<file path="src/rtl/mem_req_arbiter_pkg.sv">
// Shared state/owner encodings and memory message layout for mem_req_arbiter
// and the memory-side decoder.
package mem_req_arbiter_pkg;

  typedef enum logic [1:0] {
    ST_IDLE = 2'd0,
    ST_SEND = 2'd1,
    ST_WAIT = 2'd2,
    ST_DONE = 2'd3
  } state_t;

  typedef enum logic {
    OWN_IF  = 1'b0,
    OWN_MEM = 1'b1
  } owner_t;

  localparam int READ_LEN  = 5;
  localparam int WRITE_LEN = 9;

  // Read messages carry the address at bit 0; writes put wdata first.
  localparam int READ_ADDR_LO  = 0;
  localparam int WRITE_ADDR_LO = 32;
  localparam int WDATA_LO      = 0;
  localparam int MASK_LO       = 64;
  localparam int RW_BIT        = 32;

  localparam int LINE_BIT = 128;

  typedef struct packed {
    logic        we;
    logic [31:0] addr;
    logic [31:0] wdata;
    logic [3:0]  mask;
  } req_t;

  // With rotate set, a tie goes to the port that did not win last time.
  function automatic owner_t pickOwner(input logic   ifReq,
                                       input logic   memReq,
                                       input owner_t lastGrant,
                                       input logic   rotate);
    owner_t winner;
    if (ifReq && memReq) begin
      if (rotate) winner = (lastGrant == OWN_IF) ? OWN_MEM : OWN_IF;
      else        winner = OWN_MEM;
    end else if (memReq) begin
      winner = OWN_MEM;
    end else begin
      winner = OWN_IF;
    end
    return winner;
  endfunction

endpackage

</file>
<file path="src/rtl/mem_req_arbiter_msg_pack.sv">
// Combinational packing of a latched request into the comm message format.
// Module name mem_msg_pack; offsets come from the shared package.
module mem_msg_pack
  import mem_req_arbiter_pkg::*;
#(
  parameter int MSG_BIT = 256
) (
  input  logic               i_we,
  input  logic [31:0]        i_addr,
  input  logic [31:0]        i_wdata,
  input  logic [3:0]         i_mask,
  output logic [4:0]         o_length,
  output logic [MSG_BIT-1:0] o_data
);

  always_comb begin
    o_data = '0;
    if (i_we) begin
      o_length                     = 5'(WRITE_LEN);
      o_data[WDATA_LO +: 32]       = i_wdata;
      o_data[WRITE_ADDR_LO +: 32]  = i_addr;
      o_data[MASK_LO +: 4]         = i_mask;
    end else begin
      o_length                     = 5'(READ_LEN);
      o_data[READ_ADDR_LO +: 32]   = i_addr;
      o_data[RW_BIT]               = 1'b0;
    end
  end

endmodule

</file>
<file path="src/rtl/mem_req_arbiter.sv">
// CPU-side memory request controller sharing one comm channel between IF and MEM.
// Define MEM_ARB_ROUND_ROBIN_EN for round-robin tie breaking; default is MEM > IF.
module mem_req_arbiter
  import mem_req_arbiter_pkg::*;
#(
  parameter int MSG_BIT  = 256,
  parameter int RESP_LEN = 16
) (
  input  logic               CLK,
  input  logic               RST,
  input  logic               if_req,
  input  logic [31:0]        if_addr,
  output logic               if_ack,
  input  logic               mem_req,
  input  logic               mem_we,
  input  logic [31:0]        mem_addr,
  input  logic [31:0]        mem_wdata,
  input  logic [3:0]         mem_mask,
  output logic               mem_ack,
  output logic [127:0]       rdata,
  input  logic               tx_ready,
  output logic               tx_flag,
  output logic [4:0]         tx_length,
  output logic [MSG_BIT-1:0] tx_data,
  input  logic               rx_valid,
  input  logic [4:0]         rx_length,
  input  logic [MSG_BIT-1:0] rx_data,
  output logic               rx_pop,
  output logic               busy,
  output logic               len_err
);

  state_t                r_state;
  owner_t                r_owner;
  req_t                  r_req;
  logic                  r_ifAck;
  logic                  r_memAck;
  logic [LINE_BIT-1:0]   r_rdata;

  logic                  w_anyReq;
  owner_t                w_winner;
  logic                  w_lenOk;
  logic                  w_inSend;
  logic                  w_inWait;
  logic [4:0]            w_msgLen;
  logic [MSG_BIT-1:0]    w_msgData;
  logic [MSG_BIT-LINE_BIT-1:0] w_unusedRxHi;

`ifdef MEM_ARB_ROUND_ROBIN_EN
  owner_t                r_lastGrant;

  always_comb w_winner = pickOwner(if_req, mem_req, r_lastGrant, 1'b1);
`else
  always_comb w_winner = pickOwner(if_req, mem_req, OWN_IF, 1'b0);
`endif

  assign w_anyReq     = if_req | mem_req;
  assign w_lenOk      = (rx_length == 5'(RESP_LEN));
  assign w_inSend     = (r_state == ST_SEND);
  assign w_inWait     = (r_state == ST_WAIT);
  assign w_unusedRxHi = rx_data[MSG_BIT-1:LINE_BIT];

  mem_msg_pack #(
    .MSG_BIT (MSG_BIT)
  ) u_pack (
    .i_we     (r_req.we),
    .i_addr   (r_req.addr),
    .i_wdata  (r_req.wdata),
    .i_mask   (r_req.mask),
    .o_length (w_msgLen),
    .o_data   (w_msgData)
  );

  // Handshake strobes must coincide with the partner's ready/valid, so they
  // are decoded from the state register; the message bus is quiet outside SEND.
  assign tx_flag   = w_inSend & tx_ready;
  assign tx_length = w_inSend ? w_msgLen  : '0;
  assign tx_data   = w_inSend ? w_msgData : '0;
  assign rx_pop    = w_inWait & rx_valid;
  assign len_err   = w_inWait & rx_valid & ~w_lenOk;
  assign busy      = (r_state != ST_IDLE);
  assign if_ack    = r_ifAck;
  assign mem_ack   = r_memAck;
  assign rdata     = r_rdata;

  // Acks are raised on entry to DONE so they are high exactly while in DONE;
  // the requester drops req on the edge that returns us to IDLE.
  always_ff @(posedge CLK or posedge RST) begin
    if (RST) begin
      r_state  <= ST_IDLE;
      r_owner  <= OWN_IF;
      r_req    <= '0;
      r_ifAck  <= 1'b0;
      r_memAck <= 1'b0;
      r_rdata  <= '0;
`ifdef MEM_ARB_ROUND_ROBIN_EN
      r_lastGrant <= OWN_IF;
`endif
    end else begin
      r_ifAck  <= 1'b0;
      r_memAck <= 1'b0;
      case (r_state)
        ST_IDLE: begin
          if (w_anyReq) begin
            r_owner <= w_winner;
            if (w_winner == OWN_MEM) begin
              r_req.we    <= mem_we;
              r_req.addr  <= mem_addr;
              r_req.wdata <= mem_wdata;
              r_req.mask  <= mem_mask;
            end else begin
              r_req.we    <= 1'b0;
              r_req.addr  <= if_addr;
              r_req.wdata <= '0;
              r_req.mask  <= '0;
            end
`ifdef MEM_ARB_ROUND_ROBIN_EN
            r_lastGrant <= w_winner;
`endif
            r_state <= ST_SEND;
          end
        end
        ST_SEND: begin
          if (tx_ready) begin
            if (r_req.we) begin
              r_ifAck  <= (r_owner == OWN_IF);
              r_memAck <= (r_owner == OWN_MEM);
              r_state  <= ST_DONE;
            end else begin
              r_state  <= ST_WAIT;
            end
          end
        end
        ST_WAIT: begin
          if (rx_valid && w_lenOk) begin
            r_rdata  <= rx_data[LINE_BIT-1:0];
            r_ifAck  <= (r_owner == OWN_IF);
            r_memAck <= (r_owner == OWN_MEM);
            r_state  <= ST_DONE;
          end
        end
        ST_DONE: begin
          r_state <= ST_IDLE;
        end
        default: begin
          r_state <= ST_IDLE;
        end
      endcase
    end
  end

endmodule

</file>
<file path="config.mk">
export PLATFORM = sky130hd
export DESIGN_NAME = mem_req_arbiter
export DESIGN_NICKNAME = d
export VERILOG_FILES = /design/src/rtl/mem_req_arbiter_pkg.sv /design/src/rtl/mem_req_arbiter_msg_pack.sv /design/src/rtl/mem_req_arbiter.sv
export SDC_FILE = /design/constraint.sdc
export NUM_CORES = 1
export LEC_CHECK = 0
export BUFFER_PORTS_ARGS = -buffer_cell sky130_fd_sc_hd__clkbuf_2
export CAP_MARGIN = 25
export CORE_AREA = 2 2 294 296
export CTS_BUF_LIST = sky130_fd_sc_hd__clkbuf_4
export CTS_CLUSTER_SIZE = 40
export DETAILED_ROUTE_END_ITERATION = 6
export DIE_AREA = 0 0 296 298
export SLEW_MARGIN = 20
export SYNTH_ARGS = -nofsm -noshare
export SYNTH_HDL_FRONTEND = slang
export SYNTH_HIERARCHICAL = 1
export SYNTH_SLANG_ARGS = --single-unit
</file>
<file path="constraint.sdc">
create_clock -name CLK -period 5.95 [get_ports CLK]
set_input_delay 0.595 -clock CLK [delete_from_list [all_inputs] [get_ports CLK]]
set_output_delay 0.595 -clock CLK [all_outputs]
set_load 0.02 [all_outputs]
</file>
Yosys cells after proc, flatten, opt, wreduce, memory -nomap -nowiden

Cells that the tools add are included.

Register bits after elaboration: 202
Input port bits: 368
Output and inout bits: 395
Word-level logic and storage cells: 50

Eq/ne operators: 7
Muxes and demuxes: 21
Bitwise operators: 6
Reductions and logical operators: 7

Operator list:

| kind                                                             | number |
|---|---|
| 69-bit two-way mux                                               | 1 |
| 68-bit two-way mux                                               | 1 |
| 35-bit two-way mux                                               | 1 |
| 33-bit two-way mux                                               | 1 |
| 1-bit two-way mux                                                | 9 |
| 2-bit one-hot mux with 4 select lines                            | 1 |
| 2-bit two-way mux                                                | 3 |
| 5-bit == test (second input constant)                            | 1 |
| 5-bit two-way mux                                                | 1 |
| 2-bit == test (second input constant)                            | 2 |
| 4-bit two-way mux                                                | 1 |
| 2-bit != test (second input constant)                            | 2 |
| 1-bit one-hot mux with 2 select lines                            | 2 |
| 2-bit AND reduction                                              | 2 |
| 1-bit AND                                                        | 3 |
| 3-bit AND reduction                                              | 1 |
| 2-bit by 1-bit == test with 1-bit output (second input constant) | 1 |
| 1-bit logical AND                                                | 2 |
| 2-bit zero test                                                  | 1 |
| 2-bit by 1-bit != test with 1-bit output (second input constant) | 1 |
| 1-bit NOT                                                        | 2 |
| 2-bit nonzero test                                               | 1 |
| 1-bit bitwise OR                                                 | 1 |

Depth between registers and ports, before layout

Gate-level depths: netlist of run 1.

Depth after elaboration: 4
Gate-level depth with buffers: 8
Depth with buffers taken out: 6

Modules after synthesis

Netlist of run 1, hierarchy kept.

By module, submodules not included:

| module          | instances | cells an instance | area each (sq um) | sequential area each (sq um) |
|---|---|---|---|---|
| mem_req_arbiter | 1         | 893               | 10,237.3          | 5,054.8 |
| mem_msg_pack    | 1         | 270               | 2,100.8           | 0.0 |

Worst setup path before layout of run 1

OpenSTA, ideal clock, no wires.

Kind: register to output
Start: reg r_state[0]
End: out len_err
Arrival time: 1,445 ps
Required time: 5,355 ps
Path slack: 3,910 ps
Stages on the path, launching flop included: 5
Path buffers: 0
Path through: dfrtp_1 -> inv_1 -> ha_1 -> and2_1 -> a21boi_0

Word-level cells in the longest chain between the ends: 3

Ends and longest elaborated chain:

| element                | line                   | text |
|---|---|---|
| start, declared        | mem_req_arbiter.sv:33  | `state_t r_state;` |
| start signal, assigned | mem_req_arbiter.sv:90  | `r_state <= ST_IDLE;` |
| start signal, assigned | mem_req_arbiter.sv:120 | `r_state <= ST_SEND;` |
| start signal, assigned | mem_req_arbiter.sv:128 | `r_state <= ST_DONE;` |
| 2-bit == test          | mem_req_arbiter.sv:60  | `assign w_inWait = (r_state == ST_WAIT);` |
| 1-bit AND              | --                     |  |
| named net rx_pop       | mem_req_arbiter.sv:28  | `output logic rx_pop,` |
| 1-bit AND              | mem_req_arbiter.sv:80  | `assign len_err = w_inWait & rx_valid & ~w_lenOk;` |
| end, declared          | mem_req_arbiter.sv:30  | `output logic len_err` |

The timed path passes the listed nets, and every way through them passes these cells.

Worst setup path in the final report of run 1

Start: reg r_state[1]
End: out tx_data[11]

Word-level cells in the longest chain between the ends: 2

Ends and longest elaborated chain:

| element                                  | line                  | text |
|---|---|---|
| 2-bit by 1-bit == test with 1-bit output | mem_req_arbiter.sv:59 | `assign w_inSend = (r_state == ST_SEND);` |
| 68-bit two-way mux                       | mem_req_arbiter.sv:78 | `assign tx_data = w_inSend ? w_msgData : '0;` |
| end, declared                            | mem_req_arbiter.sv:24 | `output logic [MSG_BIT-1:0] tx_data,` |

No other way between the ends.

==> results of run 1 <==
==> cell type report <==
class | count | area share (%)
Clock buffer | 94 | 4.058
Tap cell | 1144 | 8.231
Sequential cell | 202 | 29.09
Inverter | 5 | 0.1295
Antenna cell | 5 | 0.07195
Clock inverter | 26 | 0.9138
Multi-Input combinational cell | 879 | 34.70
Timing Repair Buffer | 617 | 22.81
==> Yosys cell counts, drive strengths merged (2+ instances only) <==
cell,count,area share [%]
buf,224,15
dfrtp,202,41
nor2,2,0.061
mux2,161,18
ha,3,0.30
conb,2,0.061
mux2i,33,2.7
o21ai,33,1.3
and2,299,15
nand2,110,3.3
inv,5,0.15
and3,2,0.14
clkbuf,42,1.3
nand3,38,1.5
==> sequential cells by signal, indices dropped and copies added, names as in the netlist <==
name	cells
if_ack	1
r_owner	1
mem_ack	1
rdata	128
r_req	69
r_state	2
==> routing by layer <==
metal | vias to the layer above | global-route usage, %
li1 | 4646 | -
met1 | 4243 | 10.16
met2 | 504 | 16.48
met3 | 79 | 4.924
met4 | 10 | 3.235
met5 | - | 0
==> worst max-delay path: stages, from the launching register on <==
cell and delay (ns):
sky130_fd_sc_hd__dfrtp_1 0.40, sky130_fd_sc_hd__inv_1 0.12, sky130_fd_sc_hd__ha_4 0.55, sky130_fd_sc_hd__buf_12 0.44, sky130_fd_sc_hd__and2_1 0.26, sky130_fd_sc_hd__clkbuf_2 0.19
==> power by group <==
group,total [mW],internal [mW],switching [mW]
combinational,3.01,1.11,1.90
sequential,2.13,1.80,0.329
clock,1.53,0.816,0.710
==> worst paths after layout <==
| path | to | slack (ns) |
|---|---|---|
| hold / removal | r_req[19] | 0.15 |
| setup reg to reg | rdata[74] | 3.23 |
| min in group asynchronous | rdata[119] | 0.57 |
| max in group asynchronous | r_req[68] | 4.07 |
| hold reg to reg | r_req[17] | 0.46 |
| setup / recovery | tx_data[11] | 2.52 |
==> logic make-up (layout without fill, tap and decap cells) <==
| family | count (synthesis) | after routing | synth area share, % |
|---|---|---|---|
| adders and majority gates | 3 | 3 | 0.3043 |
| AOI/OAI and AO/OA | 37 | 37 | 1.582 |
| buffers and inverters | 271 | 742 | 16.09 |
| and+or+nand+nor | 454 | 454 | 20.58 |
| other | 2 | 196 | 0.06087 |
| DFF | 202 | 202 | 40.97 |
| muxes | 194 | 194 | 20.41 |
==> impl_metrics.json, run 1 <==
{
  "run_status": "finished, final reports clean",
  "detail_route.wirelength.met1_um": 17140,
  "track_usage_pct": 9.641,
  "detailroute.wirelength.met2_um": 20790,
  "area_delta_synth_final_pct": 40.94,
  "holdWs_ns": 0.1463,
  "met3RoutedLength_um": 5509,
  "cts-root-buf": "sky130_fd_sc_hd__clkbuf_4",
  "cts.clk_slew.worst_paths_ns": 0.05,
  "detail-route-antenna-nets": 0,
  "post_synth_inst_count": 1163,
  "critical_path_class": "reg2out",
  "post-place-cells": 2685,
  "finalWeightedCongestion": 0.7092,
  "stdcell_area_sq_um": 17390,
  "setup-tns-final_ns": 0,
  "post_cts_resized": 0,
  "postLayoutSetupSlackWorst_ns": 2.525,
  "fmax_mhz": 291.9,
  "synth-edff-count": 0,
  "synth-async-reset-ratio_pct": 100.0,
  "power_mw": 6.667,
  "drt_pass1_iterations": 4,
  "fillers": 9362,
  "count_of_pins_on_the_block_boundary": 763,
  "grt_max_degree": 188,
  "finish.cell_count_without_fillers": 2972,
  "total_leakage_power_nw": 8.959,
  "final_util_pct": 20.49,
  "critical_path_required_ns": 5.36,
  "cts.path.max_buffers": 3,
  "totalWireLength_um": 44630,
  "core-area_sq_um": 84880,
  "route.vias.total": 9482,
  "syn-mean-instance-area_sq_um": 10.61,
  "whs_path_depth": 3,
  "drive_above_1_share_pct": 39.71,
  "critical_path.startpoint_type": "flop",
  "hp-class": "in2reg",
  "finalNetCount": 2144,
  "vdd.ir_drop.worst_v": 0.0001511,
  "hold_viol": 0,
  "dpl_cell_area_sq_um": 14890,
  "wire_length_of_the_first_global_routing_pass_um": 61830,
  "route.detailed.vias_per_inst": 3.190,
  "cp_data_arrival_time_ns": 2.83,
  "maxSlewHeadroom_pct": 38.88,
  "synthDistinctLibCells": 27,
  "rows": 107,
  "timing.critical_path.from": "r_state[1]",
  "numCtsBuffers": 68,
  "dp_slack_ns": 3.107,
  "die_height_um": 298,
  "flops_latches_synth": 202,
  "die-area_sq_um": 88210,
  "maxUsedRoutingLayer": "met5",
  "route.detailed.wl_per_inst_um": 15.02,
  "clock-skew-final_ns": 0.03932,
  "rr_worst_depth": 6,
  "synthFlopType": "sky130_fd_sc_hd__dfrtp_1",
  "end_kind": "primary output",
  "mostFrequentLayoutCells": "443 x sky130_fd_sc_hd__clkbuf_2, 299 x sky130_fd_sc_hd__and2_1, 201 x sky130_fd_sc_hd__dfrtp_1, 191 x sky130_fd_sc_hd__conb_1, 162 x sky130_fd_sc_hd__dlygate4sd3_1",
  "numPortBuffers": 444,
  "dpl.hpwl_um": 33200,
  "fraction_of_the_cycle_the_final_worst_path_needs_pct": 57.57,
  "multi_input_area_sq_um": 6033,
  "die_w_um": 296,
  "setup_repair_after_global_routing_missed_its_margin": "no",
  "drc": 0,
  "cts_tree": "yes",
  "r2r-start": "r_state[0]",
  "cap_viol_max_count": 0,
  "seqCellArea_sq_um": 5059,
  "cts_hold_buffers": 162,
  "commonest_non_fill_non_tap_cell_in_the_layout": "sky130_fd_sc_hd__clkbuf_2",
  "synth.cell_area_sq_um": 12340,
  "synth.yosys.seq_area_share_pct": 40.97,
  "timing_worst_slew_pin_value_ns": 0.9168,
  "first_iter_violations": 278,
  "h-tree-depth": 3,
  "beginning_of_the_worst_hold_path": "mem_wdata[15]",
  "critical_path.max_fanout": 187,
  "finalSetupViolCount": 0,
  "number_of_antenna_violations_at_the_first_check_in_global_routing": 14,
  "clock_latency_ns": 0.78,
  "drv_slew": 0,
  "period_minus_slack_ns": 3.425,
  "yosysWarningCount": 6,
  "initial_utilization_pct": 14.54,
  "clock-sinks": 202,
  "grt_remaining_overflow": 0,
  "first_global_vias": 9596,
  "pwr_density_cell_nw_per_um2": 383.4,
  "buffer_count_from_post_cts_setup_fixing": 0
}
(Power assumes the default switching activity.)
==> run 2: changes to the inputs <==
- clock period: 5.95 -> 3.49 ns (I/O delays scaled with it)
==> impl_metrics.json, run 2 (synthesis results as in run 1) <==
{
  "run_status": "finished, final reports clean",
  "die_height_um": 298,
  "dpl.hpwl_um": 33580,
  "critical_path_class": "reg2out",
  "drv_slew": 0,
  "route.vias.total": 9685,
  "critical_path.max_fanout": 57,
  "finalNetCount": 2216,
  "numCtsBuffers": 60,
  "numPortBuffers": 444,
  "power_mw": 11.21,
  "h-tree-depth": 2,
  "cts-root-buf": "sky130_fd_sc_hd__clkbuf_4",
  "total_leakage_power_nw": 9.265,
  "die_w_um": 296,
  "first_iter_violations": 265,
  "largest_reg_flops": 128,
  "number_of_antenna_violations_at_the_first_check_in_global_routing": 15,
  "fraction_of_the_cycle_the_final_worst_path_needs_pct": 87.24,
  "detail-route-antenna-nets": 0,
  "rows": 107,
  "mostFrequentLayoutCells": "443 x sky130_fd_sc_hd__clkbuf_2, 299 x sky130_fd_sc_hd__and2_1, 232 x sky130_fd_sc_hd__dlygate4sd3_1, 201 x sky130_fd_sc_hd__dfrtp_1, 191 x sky130_fd_sc_hd__conb_1",
  "die-area_sq_um": 88210,
  "period_minus_slack_ns": 3.045,
  "fmax_mhz": 328.5,
  "area_delta_synth_final_pct": 46.67,
  "route.detailed.wl_per_inst_um": 14.89,
  "drive_above_1_share_pct": 38.53,
  "grt_remaining_overflow": 0,
  "totalWireLength_um": 45310,
  "clock-sinks": 202,
  "multi_input_area_sq_um": 6033,
  "commonest_non_fill_non_tap_cell_in_the_layout": "sky130_fd_sc_hd__clkbuf_2",
  "end_kind": "primary output",
  "drt_pass1_iterations": 4,
  "wire_length_of_the_first_global_routing_pass_um": 62810,
  "clock_latency_ns": 0.80,
  "critical_path.startpoint_type": "flop",
  "finalSetupViolCount": 0,
  "hp-class": "in2reg",
  "pwr_density_cell_nw_per_um2": 619.2,
  "cp_data_arrival_time_ns": 2.70,
  "core-area_sq_um": 84880,
  "cts.path.max_buffers": 3,
  "track_usage_pct": 9.697,
  "maxSlewHeadroom_pct": 45.37,
  "vdd.ir_drop.worst_v": 0.0003090,
  "grt_max_degree": 164,
  "critical_path_required_ns": 3.14,
  "cts.clk_slew.worst_paths_ns": 0.06,
  "finalWeightedCongestion": 0.7184,
  "initial_utilization_pct": 14.54,
  "first_global_vias": 9722,
  "seqCellArea_sq_um": 5059,
  "hold_viol": 0,
  "setup-tns-final_ns": 0,
  "drc": 0,
  "count_of_pins_on_the_block_boundary": 763,
  "cts_tree": "yes",
  "fillers": 9258,
  "clock-skew-final_ns": 0.03066,
  "timing_worst_slew_pin_value_ns": 0.8194,
  "cap_viol_max_count": 0,
  "route.detailed.vias_per_inst": 3.182,
  "setup_repair_after_global_routing_missed_its_margin": "no"
}
-- run 2: what timing repair did --
action                                 CTS  global route
endpoints found under the hold margin  220             0
hold buffers                           232             0
setup buffers                            0             0
gates resized for setup                  0             0
-- run 2: per-stage QoR --
stage,cell area (sq um),util (%),cells,hold slack [ns],setup WS (ns)
after global placement,15000,17.68,2695,0.4467,1.195
final,18100,21.32,3044,0.1769,0.4454
after detailed placement,15000,17.68,2695,0.4524,1.145
after global routing,18100,21.32,3044,0.06202,0.1920
after CTS,18080,21.30,3036,0.002732,0.2396
after floorplan,13050,-,1352,0.4311,0.5247
-- run 2: area by class of cell --
class,instances,share of cell area [%]
Antenna cell,8,0.1106
Multi-Input combinational cell,879,33.34
Timing Repair Buffer,697,26.41
Tap cell,1144,7.910
Clock inverter,23,0.5808
Clock buffer,86,3.568
Inverter,5,0.1245
Sequential cell,202,27.95
-- run 2: layer usage --
layer / part of all wire (%) / global-route usage, % / vias to the layer above
li1: - / - / 4788
met1: 39 / 10.35 / 4331
met2: 46 / 16.66 / 479
met3: 12 / 4.603 / 75
met4: 2.7 / 3.307 / 12
met5: 0.16 / 0 / -
-- run 2: worst max-delay path, stage by stage, from the launching register on --
cell and delay, ns:
sky130_fd_sc_hd__dfrtp_4 0.91, sky130_fd_sc_hd__buf_4 0.30, sky130_fd_sc_hd__mux2_2 0.34, sky130_fd_sc_hd__and2_1 0.15, sky130_fd_sc_hd__clkbuf_2 0.15
-- run 2: power breakdown --
part           internal, mW  switching (mW)
sequential             3.07           0.553
clock                  1.14            1.16
combinational          2.01            3.28
total                  6.22            4.99
-- run 2: path summary, 6_finish.rpt --
kind | startpoint | end | slack (ns) | cells past startpoint
setup / recovery | r_req[68] | tx_data[14] | 0.45 | 4
hold / removal | rx_length[4] | r_state[1] | 0.18 | 4
setup reg to reg | r_state[0] | rdata[26] | 1.15 | 6
hold reg to reg | r_req[14] | r_req[14] | 0.46 | 2
max in group asynchronous | RST | rdata[68] | 2.47 | 4
min in group asynchronous | RST | rdata[82] | 0.22 | 3
==> run 3: changes to the inputs <==
- clock period: 3.49 -> 3.65 ns (I/O delays scaled with it)
==> impl_metrics.json, run 3 (synthesis results as in run 1) <==
{
  "critical_path_class": "reg2out",
  "clock_latency_ns": 0.82,
  "finish.cell_count_without_fillers": 3047,
  "end_kind": "primary output",
  "critical_path_required_ns": 3.28,
  "timing_worst_slew_pin_value_ns": 0.9027,
  "post_cts_resized": 0,
  "vdd.ir_drop.worst_v": 0.0002482,
  "numPortBuffers": 444,
  "critical_path.startpoint_type": "flop",
  "core-area_sq_um": 84880,
  "stdcell_area_sq_um": 18180,
  "detail-route-antenna-nets": 0,
  "rr_endpoint": "r_state[1]",
  "initial_utilization_pct": 14.54,
  "number_of_antenna_violations_at_the_first_check_in_global_routing": 15,
  "post-place-cells": 2694,
  "rr_worst_depth": 5,
  "finalNetCount": 2223,
  "finalSetupViolCount": 0,
  "drc": 0,
  "drv_slew": 0,
  "critical_path.max_fanout": 73,
  "total_leakage_power_nw": 9.287,
  "cts_tree": "yes",
  "cts.path.max_buffers": 3,
  "setup_repair_after_global_routing_missed_its_margin": "no",
  "buffer_count_from_post_cts_setup_fixing": 0,
  "die-area_sq_um": 88210,
  "cts-root-buf": "sky130_fd_sc_hd__clkbuf_4",
  "dpl.hpwl_um": 33500,
  "first_iter_violations": 250,
  "timing.critical_path.from": "r_req[68]",
  "first_global_vias": 10024,
  "dp_slack_ns": 1.234,
  "track_usage_pct": 9.880,
  "grt_max_degree": 168,
  "seqCellArea_sq_um": 5059,
  "count_of_pins_on_the_block_boundary": 763,
  "hp-class": "in2async",
  "wire_length_of_the_first_global_routing_pass_um": 63450,
  "hold_viol": 0,
  "numCtsBuffers": 66,
  "multi_input_area_sq_um": 6033,
  "mostFrequentLayoutCells": "443 x sky130_fd_sc_hd__clkbuf_2, 299 x sky130_fd_sc_hd__and2_1, 234 x sky130_fd_sc_hd__dlygate4sd3_1, 201 x sky130_fd_sc_hd__dfrtp_1, 191 x sky130_fd_sc_hd__conb_1",
  "drive_above_1_share_pct": 38.63,
  "period_minus_slack_ns": 3.024,
  "cp_data_arrival_time_ns": 2.66,
  "fraction_of_the_cycle_the_final_worst_path_needs_pct": 82.85,
  "finalWeightedCongestion": 0.7106,
  "totalWireLength_um": 45670,
  "route.detailed.vias_per_inst": 3.258,
  "largest_reg_flops": 128,
  "dpl_cell_area_sq_um": 15020,
  "cap_viol_max_count": 0,
  "setup-tns-final_ns": 0,
  "drt_pass1_iterations": 4,
  "maxSlewHeadroom_pct": 39.82,
  "r2r_setup_slack_ns": 1.18,
  "r2r-start": "r_state[0]",
  "route.detailed.wl_per_inst_um": 14.99,
  "fmax_mhz": 330.7,
  "die_w_um": 296,
  "fillers": 9239,
  "commonest_non_fill_non_tap_cell_in_the_layout": "sky130_fd_sc_hd__clkbuf_2",
  "run_status": "finished, final reports clean",
  "clock-sinks": 202,
  "postLayoutSetupSlackWorst_ns": 0.6258,
  "die_height_um": 298,
  "cts.clk_slew.worst_paths_ns": 0.06,
  "route.vias.total": 9926,
  "rows": 107,
  "grt_remaining_overflow": 0,
  "cts_hold_buffers": 234,
  "h-tree-depth": 3,
  "area_delta_synth_final_pct": 47.32,
  "clock-skew-final_ns": 0.05023,
  "pwr_density_cell_nw_per_um2": 596.8
}
## run 3: cell count changes in the layout (fill, tap and decap cells not counted), sizes merged
cell and change:
buf -1, clkbuf +5, clkinv -7, clkinvlp +2, dlygate4sd3 +2, inv +2
## run 3: stage by stage
stage	power (mW)	hold slack, ns	util, %
finish	10.85	0.2053	21.41
global route	11.70	0.09162	21.41
CTS	11.07	0.05291	21.39
detailed placement	8.333	0.4522	17.70
global placement	8.279	0.4480	17.70
floorplan	7.072	0.4311	-
## run 3: routing by layer
metal	wire, um	up-vias	share of wire, %	track usage (%)
li1	-	4794	-	-
met1	17450	4519	38	10.09
met2	21480	508	47	17.21
met3	5363	91	12	5.155
met4	1285	14	2.8	3.283
met5	89	-	0.19	0
## run 3: critical path, stage by stage (launching register included)
cell                       delay (ns)
sky130_fd_sc_hd__dfrtp_4         1.00
sky130_fd_sc_hd__mux2_2          0.41
sky130_fd_sc_hd__and2_1          0.15
sky130_fd_sc_hd__clkbuf_2        0.25
## run 3: report_power, final
part / switching [mW] / total, mW / internal [mW]
Combinational: 3.14 / 5.04 / 1.90
Clock: 1.17 / 2.34 / 1.16
Sequential: 0.533 / 3.47 / 2.94
## run 3: area by class of cell
cell class              count  share of cell area, %
multi-input cells         879                  33.19
flip-flops and latches    202                  27.83
clock inverters            20                 0.6058
clock buffers              91                  3.759
inverters                   5                 0.1239
repair buffers            698                  26.50
well taps                1144                  7.875
diodes                      8                 0.1101
## run 3: worst max path at each step
stage                             end  depth (start not counted)
after global placement      rdata[40]                          6
after detailed placement    rdata[42]                          6
after floorplan                if_ack                          1
final                     tx_data[31]                          3
after CTS                 tx_data[24]                          3
after global routing      tx_data[22]                          5
